`config.mk`:
```
export PLATFORM = sky130hd
export DESIGN_NAME = serial_add_sequencer
export DESIGN_NICKNAME = d
export VERILOG_FILES = /design/src/rtl/serial_add_sequencer_pkg.sv /design/src/rtl/full_adder.sv /design/src/rtl/half_adder.sv /design/src/rtl/serial_add_sequencer.sv
export SDC_FILE = /design/constraint.sdc
export NUM_CORES = 1
export LEC_CHECK = 0
export BUFFER_PORTS_ARGS = -buffer_cell sky130_fd_sc_hd__buf_2
export CORE_ASPECT_RATIO = 0.7
export CORE_MARGIN = 1.5
export CORE_UTILIZATION = 50
export DETAILED_ROUTE_END_ITERATION = 7
export PLACE_DENSITY = 0.78
export SLEW_MARGIN = 20
export SYNTH_ARGS = -nofsm -noshare
export SYNTH_HDL_FRONTEND = slang
export SYNTH_SLANG_ARGS = --single-unit
```
`constraint.sdc`:
```
create_clock -name clk -period 1.7 [get_ports clk]
set_clock_uncertainty 0.15 [all_clocks]
set_input_delay 0.17 -clock clk [delete_from_list [all_inputs] [get_ports clk]]
set_output_delay 0.17 -clock clk [all_outputs]
set_load 0.005 [all_outputs]
```
`src/rtl/serial_add_sequencer_pkg.sv`:
```
// rtl/serial_add_sequencer_pkg.sv - shared state encoding and handshake helper for serial-datapath sequencers
package serial_add_sequencer_pkg;

    localparam logic [1:0] ST_IDLE = 2'd0;
    localparam logic [1:0] ST_RUN  = 2'd1;
    localparam logic [1:0] ST_DONE = 2'd2;

    typedef enum logic [1:0] {
        IDLE = ST_IDLE,
        RUN  = ST_RUN,
        DONE = ST_DONE
    } seq_state_t;

    function automatic logic hs_fire(input logic valid, input logic ready);
        return valid & ready;
    endfunction

endpackage

```
`src/rtl/full_adder.sv`:
```
// rtl/full_adder.sv - 1-bit full adder built from two half adders
module full_adder (
    input  logic a,
    input  logic b,
    input  logic cin,
    output logic sum,
    output logic cout
);

    logic s0, c0, c1;

    half_adder u_ha0 (.a(a),  .b(b),   .sum(s0),  .carry(c0));
    half_adder u_ha1 (.a(s0), .b(cin), .sum(sum), .carry(c1));

    assign cout = c0 | c1;

endmodule

```
`src/rtl/half_adder.sv`:
```
// rtl/half_adder.sv - 1-bit half adder
module half_adder (
    input  logic a,
    input  logic b,
    output logic sum,
    output logic carry
);

    assign sum   = a ^ b;
    assign carry = a & b;

endmodule

```
`src/rtl/serial_add_sequencer.sv`:
```
// rtl/serial_add_sequencer.sv - bit-serial adder: one shared full_adder, LSB-first, valid/ready job in and result out
module serial_add_sequencer
    import serial_add_sequencer_pkg::*;
#(
    parameter int WIDTH = 8
) (
    input  logic             clk,
    input  logic             rst_n,
    input  logic             in_valid,
    output logic             in_ready,
    input  logic [WIDTH-1:0] a,
    input  logic [WIDTH-1:0] b,
    input  logic             carry_in,
    output logic             out_valid,
    input  logic             out_ready,
    output logic [WIDTH-1:0] sum,
    output logic             carry_out,
    output logic             busy
);

    localparam int CNT_W = (WIDTH > 1) ? $clog2(WIDTH) : 1;
    localparam logic [CNT_W-1:0] LAST_BIT = CNT_W'(WIDTH - 1);

    seq_state_t       state, state_nxt;
    logic [WIDTH-1:0] a_reg, b_reg, sum_reg, sum_shift, sum_out;
    logic [CNT_W-1:0] cnt;
    logic             carry_reg, cout_out;
    logic             fa_sum, fa_cout;
    logic             accept, release_fire, last_bit;

    full_adder u_fa (
        .a    (a_reg[0]),
        .b    (b_reg[0]),
        .cin  (carry_reg),
        .sum  (fa_sum),
        .cout (fa_cout)
    );

    // New sum bit enters at the MSB so after WIDTH shifts bit 0 lands at index 0.
    if (WIDTH == 1) begin : g_shift_w1
        assign sum_shift = fa_sum;
    end else begin : g_shift_wn
        assign sum_shift = {fa_sum, sum_reg[WIDTH-1:1]};
    end

    assign in_ready     = (state == IDLE);
    assign out_valid    = (state == DONE);
    assign busy         = (state != IDLE);
    assign sum          = sum_out;
    assign carry_out    = cout_out;
    assign accept       = hs_fire(in_valid, in_ready);
    assign release_fire = hs_fire(out_valid, out_ready);
    assign last_bit     = (cnt == LAST_BIT);

    always_ff @(posedge clk) begin
        if (!rst_n) begin
            state <= IDLE;
        end else begin
            state <= state_nxt;
        end
    end

    always_comb begin
        state_nxt = state;
        case (state)
            IDLE:    if (accept)       state_nxt = RUN;
            RUN:     if (last_bit)     state_nxt = DONE;
            DONE:    if (release_fire) state_nxt = IDLE;
            default:                   state_nxt = IDLE;
        endcase
    end

    // Visible result registers only update on the final bit, so a job
    // aborted by reset never exposes a partial sum.
    always_ff @(posedge clk) begin
        if (!rst_n) begin
            a_reg     <= '0;
            b_reg     <= '0;
            sum_reg   <= '0;
            sum_out   <= '0;
            carry_reg <= 1'b0;
            cout_out  <= 1'b0;
            cnt       <= '0;
        end else begin
            case (state)
                IDLE: begin
                    if (accept) begin
                        a_reg     <= a;
                        b_reg     <= b;
                        carry_reg <= carry_in;
                        sum_reg   <= '0;
                        cnt       <= '0;
                    end
                end
                RUN: begin
                    sum_reg   <= sum_shift;
                    a_reg     <= a_reg >> 1;
                    b_reg     <= b_reg >> 1;
                    carry_reg <= fa_cout;
                    if (last_bit) begin
                        cnt      <= '0;
                        sum_out  <= sum_shift;
                        cout_out <= fa_cout;
                    end else begin
                        cnt <= cnt + CNT_W'(1);
                    end
                end
                default: ;
            endcase
        end
    end

endmodule

```
# After elaboration in Yosys (flattened, before gate mapping)
# Index checks and enable logic that the tools add are counted.
[totals]
reg_bits = 39
input_bits = 21
out_inout_bits = 12
[op_classes]
addsub = 1
n_eq_ne = 6
muxes = 15
n_bitwise = 7
n_reduce_logical = 6
[op_table]
columns = ["op", "n"]
rows = [
  ["8-bit one-hot mux with 2 select lines", 3],
  ["8-bit two-way mux", 3],
  ["2-bit two-way mux", 3],
  ["3-bit two-way mux", 2],
  ["2-bit one-hot mux with 3 select lines", 1],
  ["3-bit one-hot mux with 2 select lines", 1],
  ["1-bit bitwise AND", 4],
  ["2-bit by 1-bit inequality test with 1-bit output, second input constant", 2],
  ["2-bit AND reduction", 2],
  ["2-bit nonzero test", 2],
  ["3-bit by 1-bit adder with 3-bit output, second input constant", 1],
  ["3-bit equality test, second input constant", 1],
  ["3-bit AND reduction", 1],
  ["2-bit by 1-bit equality test with 1-bit output, second input constant", 1],
  ["2-bit equality test, second input constant", 1],
  ["2-bit logical NOT", 1],
  ["2-bit inequality test, second input constant", 1],
  ["1-bit one-hot mux with 2 select lines", 1],
  ["1-bit bitwise XOR", 2],
  ["1-bit two-way mux", 1],
  ["1-bit OR", 1],
]

# Longest topological paths before layout
# Gate-level depths: netlist of the first run.
[depth]
depth_word = 4
depth_mapped = 6

# Cells and area by module
# A second synthesis of the first run with hierarchy kept.
[hier_totals]
cells_unflattened = 168
hier_area_um2 = 1632.8
[modules_own_cells]
columns = ["mod", "instances", "cells_each", "area_each_um2"]
rows = [
  ["serial_add_sequencer", 1, 165, 1601.5],
  ["half_adder", 2, 1, 12.5],
  ["full_adder", 1, 1, 6.3],
]

# Worst setup path after synthesis of the first run
# OpenSTA, ideal clock, no wires.
[synth_timing]
path_type = "flip-flop to flip-flop"
from = "register state[0]"
to = "register carry_reg"
arrival_time_ns = 1.229
setup_slack_ns = 0.204
stages_incl_launch_ff = 7
n_path_buf = 3
synth_period_minus_slack_ns = 1.496
cell_sequence = "dfxtp_1 > buf_6 > or3b_1 > buf_6 > buf_8 > o221ai_2 > nor2_1"
[synth_via]
elab_chain_cells = 4
[synth_rtl]
columns = ["element", "line", "text"]
rows = [
  ["from (decl)", "serial_add_sequencer.sv:24", "seq_state_t state, state_nxt;"],
  ["from (signal assigned)", "serial_add_sequencer.sv:59", "state <= state_nxt;"],
  ["2-bit logical NOT", "serial_add_sequencer.sv:46, serial_add_sequencer.sv:85", ""],
  ["1-bit bitwise AND", "serial_add_sequencer_pkg.sv:15", "return valid & ready;"],
  ["2-bit by 1-bit inequality test with 1-bit output (no line)", "n/a", ""],
  ["2-bit AND reduction (no line)", "n/a", ""],
  ["to (signal assigned)", "serial_add_sequencer.sv:90", "carry_reg <= carry_in;"],
  ["to (signal assigned)", "serial_add_sequencer.sv:99", "carry_reg <= fa_cout;"],
  ["to (decl)", "serial_add_sequencer.sv:27", "logic carry_reg, cout_out;"],
]
# Several ways; a longest one is shown, not always the timed one.
# A chain may end at the register's enable or synchronous reset.

# Worst setup path in the final report of the first run
[layout_timing]
from = "register state[1]"
to = "output port in_ready"
[layout_via]
elab_chain_cells = 1
[layout_rtl]
columns = ["element", "line", "text"]
rows = [
  ["2-bit logical NOT", "serial_add_sequencer.sv:46", "assign in_ready = (state == IDLE);"],
  ["to (decl)", "serial_add_sequencer.sv:10", "output logic in_ready,"],
]
# Every way passes these cells.

==> summary.md, run 1 <==
| Metric | Value |
|---|---|
| Share of layout cells above drive strength 1 | `0.298` |
| Vias/cell | `5.42` |
| Synth Cell Area | `1620 sq um` |
| Chip Width | `71.0 um` |
| Setup Total Neg Slack | `0 ps` |
| DRT Wirelength | `3260 um` |
| Synth cell types | `27` |
| GRT met1 Usage | `0.246` |
| Initial Util | `0.518` |
| Crit path DAT | `1250 ps` |
| DRT Pass-1 Iters | `4` |
| Setup crit end kind | `output port` |
| Layer with the highest usage | `met2` |
| DR WL/cell | `13.8 um` |
| Clock sinks | `38` |
| Worst path bufs/invs | `3` |
| Flop pwr share | `0.459` |
| Area taken by multi-input logic gates | `around 770 sq um` |
| Met3 Use GR | `0.0562` |
| Register Area | `approximately 760 sq um` |
| Fmax | `approximately 0.63 GHz` |
| Largest net degree at the start of global routing | `39` |
| RSZ-0062 raised after global routing | `no` |
| Initial antenna violation count | `0` |
| GPL Wtd Cong | `between 0.7 and 0.8` |
| # fillers | `258` |
| Startpoint types | `flop` |
| Type of the most critical hold path | `in -> reg` |
| Global Route met2 Usage | `0.301` |
| Fin. Hold Viols | `0` |
| Tot GR Track Use | `0.192` |
| Mapped Nets | `190` |
| Area fraction of the dominant cell type after synthesis | `0.470` |
| Peak supply drop | `596 uV` |
| Kind of critical path | `reg -> out` |
| First-pass GRT wire length | `around 5300 um` |
| Area leader, netlist | `dfxtp_1` |
| DRC Markers | `0` |
| Starting DRT DRC Count | `68` |
| Synth Area in Simple Gates | `0.206` |
| Register area share after synthesis | `0.470` |
| H-tree Lvls | `2` |
| Clk buf depth | `2` |
| Die Height | `approximately 50 um` |
| Worst-margin pin slew | `between 600 and 700 ps` |
| Top area cells in the synthesized netlist | `dfxtp_1 47%, o221ai_2 9.3%, nor2_1 7.2%, a22oi_1 5.6%, nor2b_1 5.4%` |
| Slew Limit Fails | `0` |
| Syn Area/Cell | `9.75 sq um` |
| Worst-path clk slew | `70 ps` |
| Sw frac | `0.213` |
| Internal | `between 1500 and 2000 uW` |
| Die Area | `3590 sq um` |
| PortBufs | `32` |
| Crit share post-route | `0.926` |
| Site Rows | `17` |
| Status | `completed` |
| Antenna Violating Nets Remaining | `0` |
| Clock root cell | `clkbuf_8` |
| Core region area | `3130 sq um` |
| CTS tree | `built` |
| Synth Area in XOR/XNOR | `0` |
| I/O Pins | `33` |
| Later-pin clock latency in the skew report | `290 ps` |
| TritonCTS Buffers | `5` |
| Vias in the first global route | `~1,200` |
| Max reg flops | `15` |
| Tmin final | `1570 ps` |
| Area growth, synth to finish | `19.0%` |
| Grt ovf | `0` |
| Worst-path cell chain | `buf_4, or2_2, inv_1, buf_2` |
| Nets | `221` |
| Synthesis-stage register bit count | `38` |
| Hpwl dp | `between 2000 and 2500 um` |
| # setup viols final | `0` |
| Cts hold-fix bufs | `0` |
| Max-cap viol count | `0` |
| Share of total power in the clock network | `0.447` |
| Largest delay share family, worst path | `flip-flops` |
| Mux cell area share after synthesis | `0.00618` |
| Slew Limit Headroom | `0.573` |
| Lkg Pwr | `0.000772 uW` |
| Diodes inserted | `0` |
| Worst EP required | `~1400 ps` |
| DR vias | `between 1,000 and 1,500` |
| Largest family of logic cells by synthesized area | `compound AO/OA/AOI/OAI gates` |
| Psw | `447 uW` |
| Slowest-stage cell, CP | `dfxtp_1` |
| Mapped Cells | `166` |
| Worst Path Max Fanout | `7` |
| Synth warn | `0` |
| Post-synthesis compound-gate area fraction | `0.233` |
| Pwr per Cell Area | `1090 nW/um^2` |
| Post-synthesis adder-cell area fraction | `0.0278` |
| WHS | `26.4 ps` |
| Slowest cell delay on critical path | `350 ps` |
| Logic pwr share | `0.094` |
[power groups by stage]
stage	logic, uW	clock network (uW)	registers (uW)
floorplan	155	0	974
global placement	188	0	979
detailed placement	198	0	982
CTS	198	947	961
global route	219	988	966
finish	198	937	962
[worst paths after layout]
kind / cells past startpoint / end / slack (ps) / start
worst min register to register: 2 / sum[5]$_SDFFE_PN0P_ / 300 / sum[5]$_SDFFE_PN0P_
worst min-delay path: 3 / b_reg[7]$_SDFFE_PN0P_ / 30 / b[7]
worst max-delay path: 4 / in_ready / 130 / state[1]$_SDFFE_PN0P_
worst max register to register: 5 / sum[6]$_SDFFE_PN0P_ / 220 / cnt[0]$_SDFFE_PN0P_
[metrics by stage]
stage | utilization | setup slack [ps] | instances | cell area, sq um | total power [uW]
after CTS | 0.615 | 103 | 236 | 1920 | 2110
after detailed placement | 0.569 | 114 | 228 | 1780 | 1180
after global routing | 0.616 | 51.6 | 236 | 1930 | 2170
final | 0.616 | 125 | 236 | 1930 | 2100
after floorplan | - | 204 | 166 | 1620 | 1130
after global placement | 0.569 | 203 | 228 | 1780 | 1170
[cells in the mapped netlist (all sizes together)]
master / n
inv: 2
buf: 9
o221ai: 15
nand2b: 1
ha: 2
nand3: 9
fa: 1
or2: 1
nand2: 9
clkbuf: 4
nor3b: 2
mux2i: 1
o21bai: 1
dfxtp: 38
or2b: 1
nand3b: 1
a22oi: 12
o21ba: 1
nor2: 31
a21boi: 10
or3b: 1
nor2b: 14
[repair_timing]
| item | CTS | global route |
|---|---|---|
| setup endpoints to repair | 0 | 6 |
| gates resized for setup | 0 | 2 |
| buffers inserted | 0 | 0 |
[worst reg2reg max path, delay by kind of cell, from the launching register on]
kind | cells | cell delay (ps)
DFF | 1 | 330
AOI/OAI and AO/OA | 1 | 160
adders and majority gates | 2 | 390
and+or+nand+nor | 2 | 370
[area by class of cell]
cell class              instances  share of cell area
clock buffers                   6              0.0429
clock inverters                 2              0.0312
repair buffers                 37               0.103
inverters                       2             0.00390
well taps                      38              0.0247
flip-flops and latches         38               0.395
multi-input cells             113               0.400
[kinds of logic (layout without fill, tap and decap cells)]
logic type               Yosys count  in the layout
adder cells (fa/ha/maj)            3              3
flip-flops                        38             38
buffers and inverters             15             47
multiplexers                       1              1
AND/OR/NAND/NOR                   70             70
AO/OA/AOI/OAI                     39             39
[per-layer routing]
metal	vias up	part of all wire
met5	-	0
met1	590	0.49
met4	0	0.017
li1	648	-
met2	33	0.44
met3	8	0.045
[placed cells by master (no fill, tap or decap), drive strengths merged, types with 6 or more instances in the layout]
master   n
dfxtp   38
buf     37
nor2    31
o221ai  15
nor2b   14
a22oi   12
a21boi  10
nand3    9
nand2    9
clkbuf   6
Power figures use the tool's default switching activity.
==> run 2: changes to the inputs <==
Settings changed: REMOVE_ABC_BUFFERS set to 1.
==> summary.md, run 2 (synthesis gave the netlist of run 1 again) <==
| Metric | Value |
|---|---|
| Status | `completed` |
| Post-cts sizing count | `1 (+1)` |
| Worst EP required | `1380 ps (about the same)` |
| First-pass GRT wire length | `5510 um (+4.0%)` |
| Die Area | `3590 sq um (unchanged)` |
| Slew Limit Headroom | `0.573 (about the same)` |
| Fmax | `0.646 GHz (+1.8%)` |
| Tmin final | `1550 ps (-28.2 ps)` |
| Site Rows | `17 (unchanged)` |
| Pre-CTS setup slack | `1.84 ps (-112 ps)` |
| Setup Total Neg Slack | `0 ps (unchanged)` |
| Clock sinks | `38 (unchanged)` |
| Source of the critical timing path | `state[0]$_SDFFE_PN0P_` |
| RSZ-0062 raised after global routing | `no` |
| Share of total power in the clock network | `0.350 (-0.097)` |
| Starting DRT DRC Count | `98 (+44%)` |
| Worst-margin pin slew | `641 ps (-0.606 ps)` |
| Layout Utilization | `0.601 (-0.0152)` |
| TritonCTS Buffers | `5 (unchanged)` |
| Max reg flops | `15 (unchanged)` |
| Pwr per Cell Area | `955 nW/um^2 (-12%)` |
| Worst Path Max Fanout | `6 (-1)` |
| Register Area | `761 sq um (unchanged)` |
| Peak supply drop | `472 uV (-21%)` |
| Later-pin clock latency in the skew report | `290 ps (about the same)` |
| Flop pwr share | `0.536 (+0.077)` |
| Setup WS post-layout | `153 ps (+28.2 ps)` |
| Nets | `222 (+0.45%)` |
| H-tree Lvls | `2 (unchanged)` |
| Diodes inserted | `0 (unchanged)` |
| DRT Pass-1 Iters | `4 (unchanged)` |
| DR vias | `1,276 (-0.23%)` |
| Largest net degree at the start of global routing | `39 (unchanged)` |
| Commonest non-fill, non-tap cell in the layout | `dfxtp_1` |
| Die Height | `50.6 um (unchanged)` |
| Setup crit end kind | `output port` |
| Crit path DAT | `1230 ps (-20 ps)` |
| Commonest cells after routing, fill and taps aside | `38 x dfxtp_1, 32 x buf_2, 31 x nor2_1, 14 x nor2b_1, 12 x a22oi_1` |
| Reg-to-reg critical path startpoint | `state[1]$_SDFFE_PN0P_` |
| DR WL/cell | `13.6 um (-1.5%)` |
| Reg-to-reg setup timing slack | `160 ps (-60 ps)` |
| Grt ovf | `0 (unchanged)` |
| Core region area | `3130 sq um (unchanged)` |
| Vias/cell | `5.38 (-0.66%)` |
| Cts hold-fix bufs | `0 (unchanged)` |
| PortBufs | `32 (unchanged)` |
| Sw frac | `0.245 (+0.0320)` |
| Vias in the first global route | `1,179 (+0.34%)` |
| # setup viols final | `0 (unchanged)` |
| Slew Limit Fails | `0 (unchanged)` |
| Startpoint types | `flop` |
| Fin. Hold Viols | `0 (unchanged)` |
| Worst-path clk slew | `70 ps (about the same)` |
| DRC Markers | `0 (unchanged)` |
| Placed cell area | `1790 sq um (+0.42%)` |
| Initial antenna violation count | `0 (unchanged)` |
| I/O Pins | `33 (unchanged)` |
| DRT Wirelength | `3230 um (-1.1%)` |
| Tot GR Track Use | `0.204 (+0.0128)` |
| Share of layout cells above drive strength 1 | `0.291 (-0.00652)` |
| GPL Wtd Cong | `0.726 (-1.4%)` |
| Postcts setup bufs | `0 (unchanged)` |
| Crit share post-route | `0.910 (-0.0166)` |
| Antenna Violating Nets Remaining | `0 (unchanged)` |
| Kind of critical path | `reg -> out` |
| Area taken by multi-input logic gates | `767 sq um (-0.49%)` |
| Max-cap viol count | `0 (unchanged)` |
| Clock root cell | `clkbuf_8` |
| Internal | `1350 uW (-18%)` |
| Lkg Pwr | `0.000750 uW (-3.0%)` |
| Hpwl dp | `2270 um (-0.38%)` |
| Area growth, synth to finish | `16.1%` |
| Hold_sp | `b[7]` |
| Logic pwr share | `0.113 (+0.019)` |
| Initial Util | `0.518 (unchanged)` |
| Cell area after layout | `1880 sq um (-2.5%)` |
| # fillers | `269 (+4.3%)` |
| Design Power | `1790 uW (-14%)` |
| Chip Width | `71.0 um (unchanged)` |
| Type of the most critical hold path | `in -> reg` |
| CTS tree | `built` |
| Clk buf depth | `2 (unchanged)` |
| Psw | `440 uW (-1.6%)` |
-- run 2: path summary, 6_finish.rpt --
check        cells past startpoint                     to
min                              3  b_reg[7]$_SDFFE_PN0P_
max                              4               in_ready
max reg2reg                      4  a_reg[4]$_SDFFE_PN0P_
min reg2reg                      2    sum[1]$_SDFFE_PN0P_
-- run 2: layer usage --
| metal | wire (um) | global-route usage | vias to the layer above |
|---|---|---|---|
| li1 | - | - | 647 |
| met4 | 48 | 0.0660 | 0 |
| met3 | 134 | 0.0743 | 4 |
| met2 | 1620 | 0.338 | 26 |
| met1 | 1430 | 0.249 | 599 |
| met5 | 0 | 0 | - |
-- run 2: final cells by class --
type                    count  area share
clock buffers               7      0.0459
flip-flops and latches     38       0.405
repair buffers             38       0.109
well taps                  38      0.0253
clock inverters             1     0.00266
multi-input cells         113       0.408
inverters                   2     0.00399
-- run 2: stage by stage --
stage / hold slack [ps] / std cells
final: 13.2 / 237
after detailed placement: 300 / 229
after floorplan: 144 / 153
after global placement: 289 / 229
after CTS: 11.6 / 237
after global routing: 25.7 / 237
-- run 2: critical path, stage by stage (launching register included) --
cell     delay (ps)
dfxtp_1         340
buf_4           160
or2_2           280
inv_1            50
buf_2           100
-- run 2: power groups by stage --
stage	clock network (uW)	registers [uW]	logic (uW)
2_1_floorplan	0	977	121
3_3_place_gp	0	979	192
3_5_place_dp	0	983	203
4_1_cts	638	962	205
5_1_grt	687	967	228
6_report	628	962	204
==> run 3: changes to the inputs <==
Settings changed: ABC_AREA set to 1, PLACE_DENSITY 0.78 to 0.77.
==> summary.md, run 3 <==
| Metric | Value |
|---|---|
| Slew Limit Fails | `0 (unchanged)` |
| Area growth, synth to finish | `16.3%` |
| Core region area | `3540 sq um (+13%)` |
| Synth warn | `0 (unchanged)` |
| Site Rows | `18 (+1)` |
| Nets | `344 (+55%)` |
| Antenna Violating Nets Remaining | `0 (unchanged)` |
| Layout Utilization | `0.611 (+0.0101)` |
| Ys async rst share | `0 (unchanged)` |
| CTS tree | `built` |
| Most frequent cell after synthesis | `nand2_1` |
| H-tree Lvls | `2 (unchanged)` |
| Clk buf depth | `2 (unchanged)` |
| Initial Util | `0.525 (+0.00767)` |
| Vias in the first global route | `1,438 (+22%)` |
| Top area cells in the synthesized netlist | `dfxtp_1 41%, nand2_1 21%, inv_1 11%, nor2_1 6.1%, a21oi_1 5.9%` |
| Hold_sp | `a[7]` |
| Largest net degree at the start of global routing | `22 (-44%)` |
| RSZ-0062 raised after global routing | `no` |
| Crit path DAT | `1570 ps (+340 ps)` |
| Worst Path Max Fanout | `12 (+6)` |
| Hpwl dp | `2480 um (+9.1%)` |
| DR WL/cell | `9.39 um (-31%)` |
| Worst EP required | `1720 ps (+340 ps)` |
| Status | `completed` |
| Clock root cell | `clkbuf_8` |
| Max-cap viol count | `0 (unchanged)` |
| # setup viols final | `0 (unchanged)` |
| R2R Path End | `sum[1]$_SDFFE_PN0P_` |
| Commonest non-fill, non-tap cell in the layout | `nand2_1` |
| Syn Area/Cell | `6.54 sq um (-33%)` |
| Chip Width | `75.9 um (+6.8%)` |
| DRT Pass-1 Iters | `4 (unchanged)` |
| Area leader, netlist | `dfxtp_1` |
| EDFF count, synth | `0 (unchanged)` |
| Slew Limit Headroom | `0.730 (+0.157)` |
| Synth Cell Area | `1860 sq um (+15%)` |
| Vias/cell | `4.32 (-20%)` |
| Tot GR Track Use | `0.196 (-0.00869)` |
| Clock sinks | `38 (unchanged)` |
| Fmax | `0.643 GHz (-0.47%)` |
| Initial antenna violation count | `0 (unchanged)` |
| First-pass GRT wire length | `5930 um (+7.6%)` |
| WHS | `25.9 ps (+12.6 ps)` |
| Setup crit end kind | `flop` |
| Kind of critical path | `reg -> reg` |
| Area fraction of the dominant cell type after synthesis | `0.409 (-0.0604)` |
| Die Area | `4100 sq um (+14%)` |
| Synthesis-stage register bit count | `38 (unchanged)` |
| Reg-to-reg setup timing slack | `150 ps (about the same)` |
| Postcts setup bufs | `0 (unchanged)` |
| Pwr per Cell Area | `840 nW/um^2 (-12%)` |
| Worst-margin pin slew | `404 ps (-236 ps)` |
| TritonCTS Buffers | `5 (unchanged)` |
| Synth cell types | `16 (-41%)` |
| Reg-to-reg critical path startpoint | `cnt[0]$_SDFFE_PN0P_` |
| Tmin final | `1550 ps (+7.31 ps)` |
| Share of layout cells above drive strength 1 | `0.200 (-0.0915)` |
| Lkg Pwr | `0.00110 uW (+47%)` |
| Crit share post-route | `0.914 (+0.00430)` |
| Grt ovf | `0 (unchanged)` |
| Reg2Reg Depth | `6 (+2)` |
| Commonest cells after routing, fill and taps aside | `104 x nand2_1, 55 x inv_1, 38 x dfxtp_1, 32 x buf_2, 29 x nor2_1` |
| Type of the most critical hold path | `in -> reg` |
| DR vias | `1,597 (+25%)` |
| Startpoint types | `flop` |
| I/O Pins | `33 (unchanged)` |
| Die Height | `54 um (+6.7%)` |
| Mapped Cells | `284 (+71%)` |
| Fin. Hold Viols | `0 (unchanged)` |
| Synth Flop Type | `dfxtp_1` |
| Starting DRT DRC Count | `62 (-37%)` |
| GPL Wtd Cong | `0.765 (+5.3%)` |
| Later-pin clock latency in the skew report | `280 ps (about the same)` |
| Hold path endpoint | `a_reg[7]$_SDFFE_PN0P_` |
| Register area share after synthesis | `0.409 (-0.0604)` |
| DRC Markers | `0 (unchanged)` |
| Peak supply drop | `402 uV (-15%)` |
| DRT Wirelength | `3470 um (+7.7%)` |
| Max reg flops | `15 (unchanged)` |
| Diodes inserted | `0 (unchanged)` |
| Worst-path clk slew | `70 ps (about the same)` |
| WHS Path Cells | `3 (unchanged)` |
| PortBufs | `32 (unchanged)` |
| Top cells by count, synth | `104 x nand2_1, 55 x inv_1, 38 x dfxtp_1` |
==> run 3: cell count changes after synthesis, moves of 6 or more <==
cell and delta:
a21boi_1 -6, a21oi_2 +7, a22oi_1 -12, o221ai_2 -10
nand3_1 -7, a21oi_1 +22, nand2_1 +95, nor2b_1 -14
inv_1 +53, nand2_2 +8
==> run 3: through the flow <==
| step | cells | setup slack (ps) | setup TNS [ps] | power [uW] | cell area, sq um |
|---|---|---|---|---|---|
| after floorplan | 271 | -207 | -1890 | 1160 | 1770 |
| after global placement | 362 | 200 | 0 | 1260 | 2070 |
| after detailed placement | 362 | 122 | 0 | 1270 | 2070 |
| after CTS | 370 | 56.3 | 0 | 1830 | 2160 |
| after global routing | 370 | 26.2 | 0 | 1920 | 2160 |
| final | 370 | 146 | 0 | 1820 | 2160 |
==> run 3: where the power goes <==
part           leakage, uW  internal (uW)  switching, uW
registers         0.000311            937           22.6
logic             0.000755            120            168
clock network    0.0000383            282            286
total              0.00110           1340            476
==> run 3: cell type report <==
cell class | instances | area (sq um)
Timing Repair Buffer | 42 | 250
Clock buffer | 7 | 76.3
Sequential cell | 38 | 761
Tap cell | 50 | 62.6
Fill cell | 328 | 1380
Multi-Input combinational cell | 178 | 805
Inverter | 55 | 206
==> run 3: per-layer routing <==
metal  up-vias  track usage  part of all wire  wire length (um)
met3         6       0.0506             0.041               143
met1       674        0.251              0.50              1740
met2        26        0.319              0.44              1540
li1        891            -                 -                 -
met4         0       0.0714             0.014                48
met5         -            0                 0                 0
==> run 3: worst max-delay path by stage <==
stage                                startpoint                endpoint  slack (ps)  cells past startpoint
after global placement      cnt[0]$_SDFFE_PN0P_     sum[2]$_SDFFE_PN0P_         200                      6
after CTS                 state[0]$_SDFFE_PN0P_                    busy          60                      4
after floorplan           state[0]$_SDFFE_PN0P_  carry_out$_SDFFE_PN0P_        -210                      5
final                       cnt[0]$_SDFFE_PN0P_     sum[1]$_SDFFE_PN0P_         150                      6
after detailed placement    cnt[0]$_SDFFE_PN0P_     sum[1]$_SDFFE_PN0P_         120                      6
after global routing        cnt[0]$_SDFFE_PN0P_     sum[6]$_SDFFE_PN0P_          30                      6
==> run 3: cells by family (layout without fill, tap and decap cells) <==
kind of cell	Yosys count	count (layout)	share of synthesized area
and+or+nand+nor	145	145	0.306
buffers and inverters	68	104	0.159
DFF	38	38	0.409
AOI/OAI and AO/OA	30	30	0.101
adders and majority gates	3	3	0.0242
==> run 3: repair_timing <==
action	4_1_cts	5_1_grt
hold endpoints to repair	1	0
gates resized for setup	0	1
hold buffers	1	0
endpoints found under the setup margin	0	2
==> run 3: worst max-delay path, cell delays in order (launching register included) <==
cell and delay, ps:
dfxtp_1 330, ha_1 210, ha_1 210, nand2_1 330
nand2_1 100, nand2_1 70, nor2_1 30
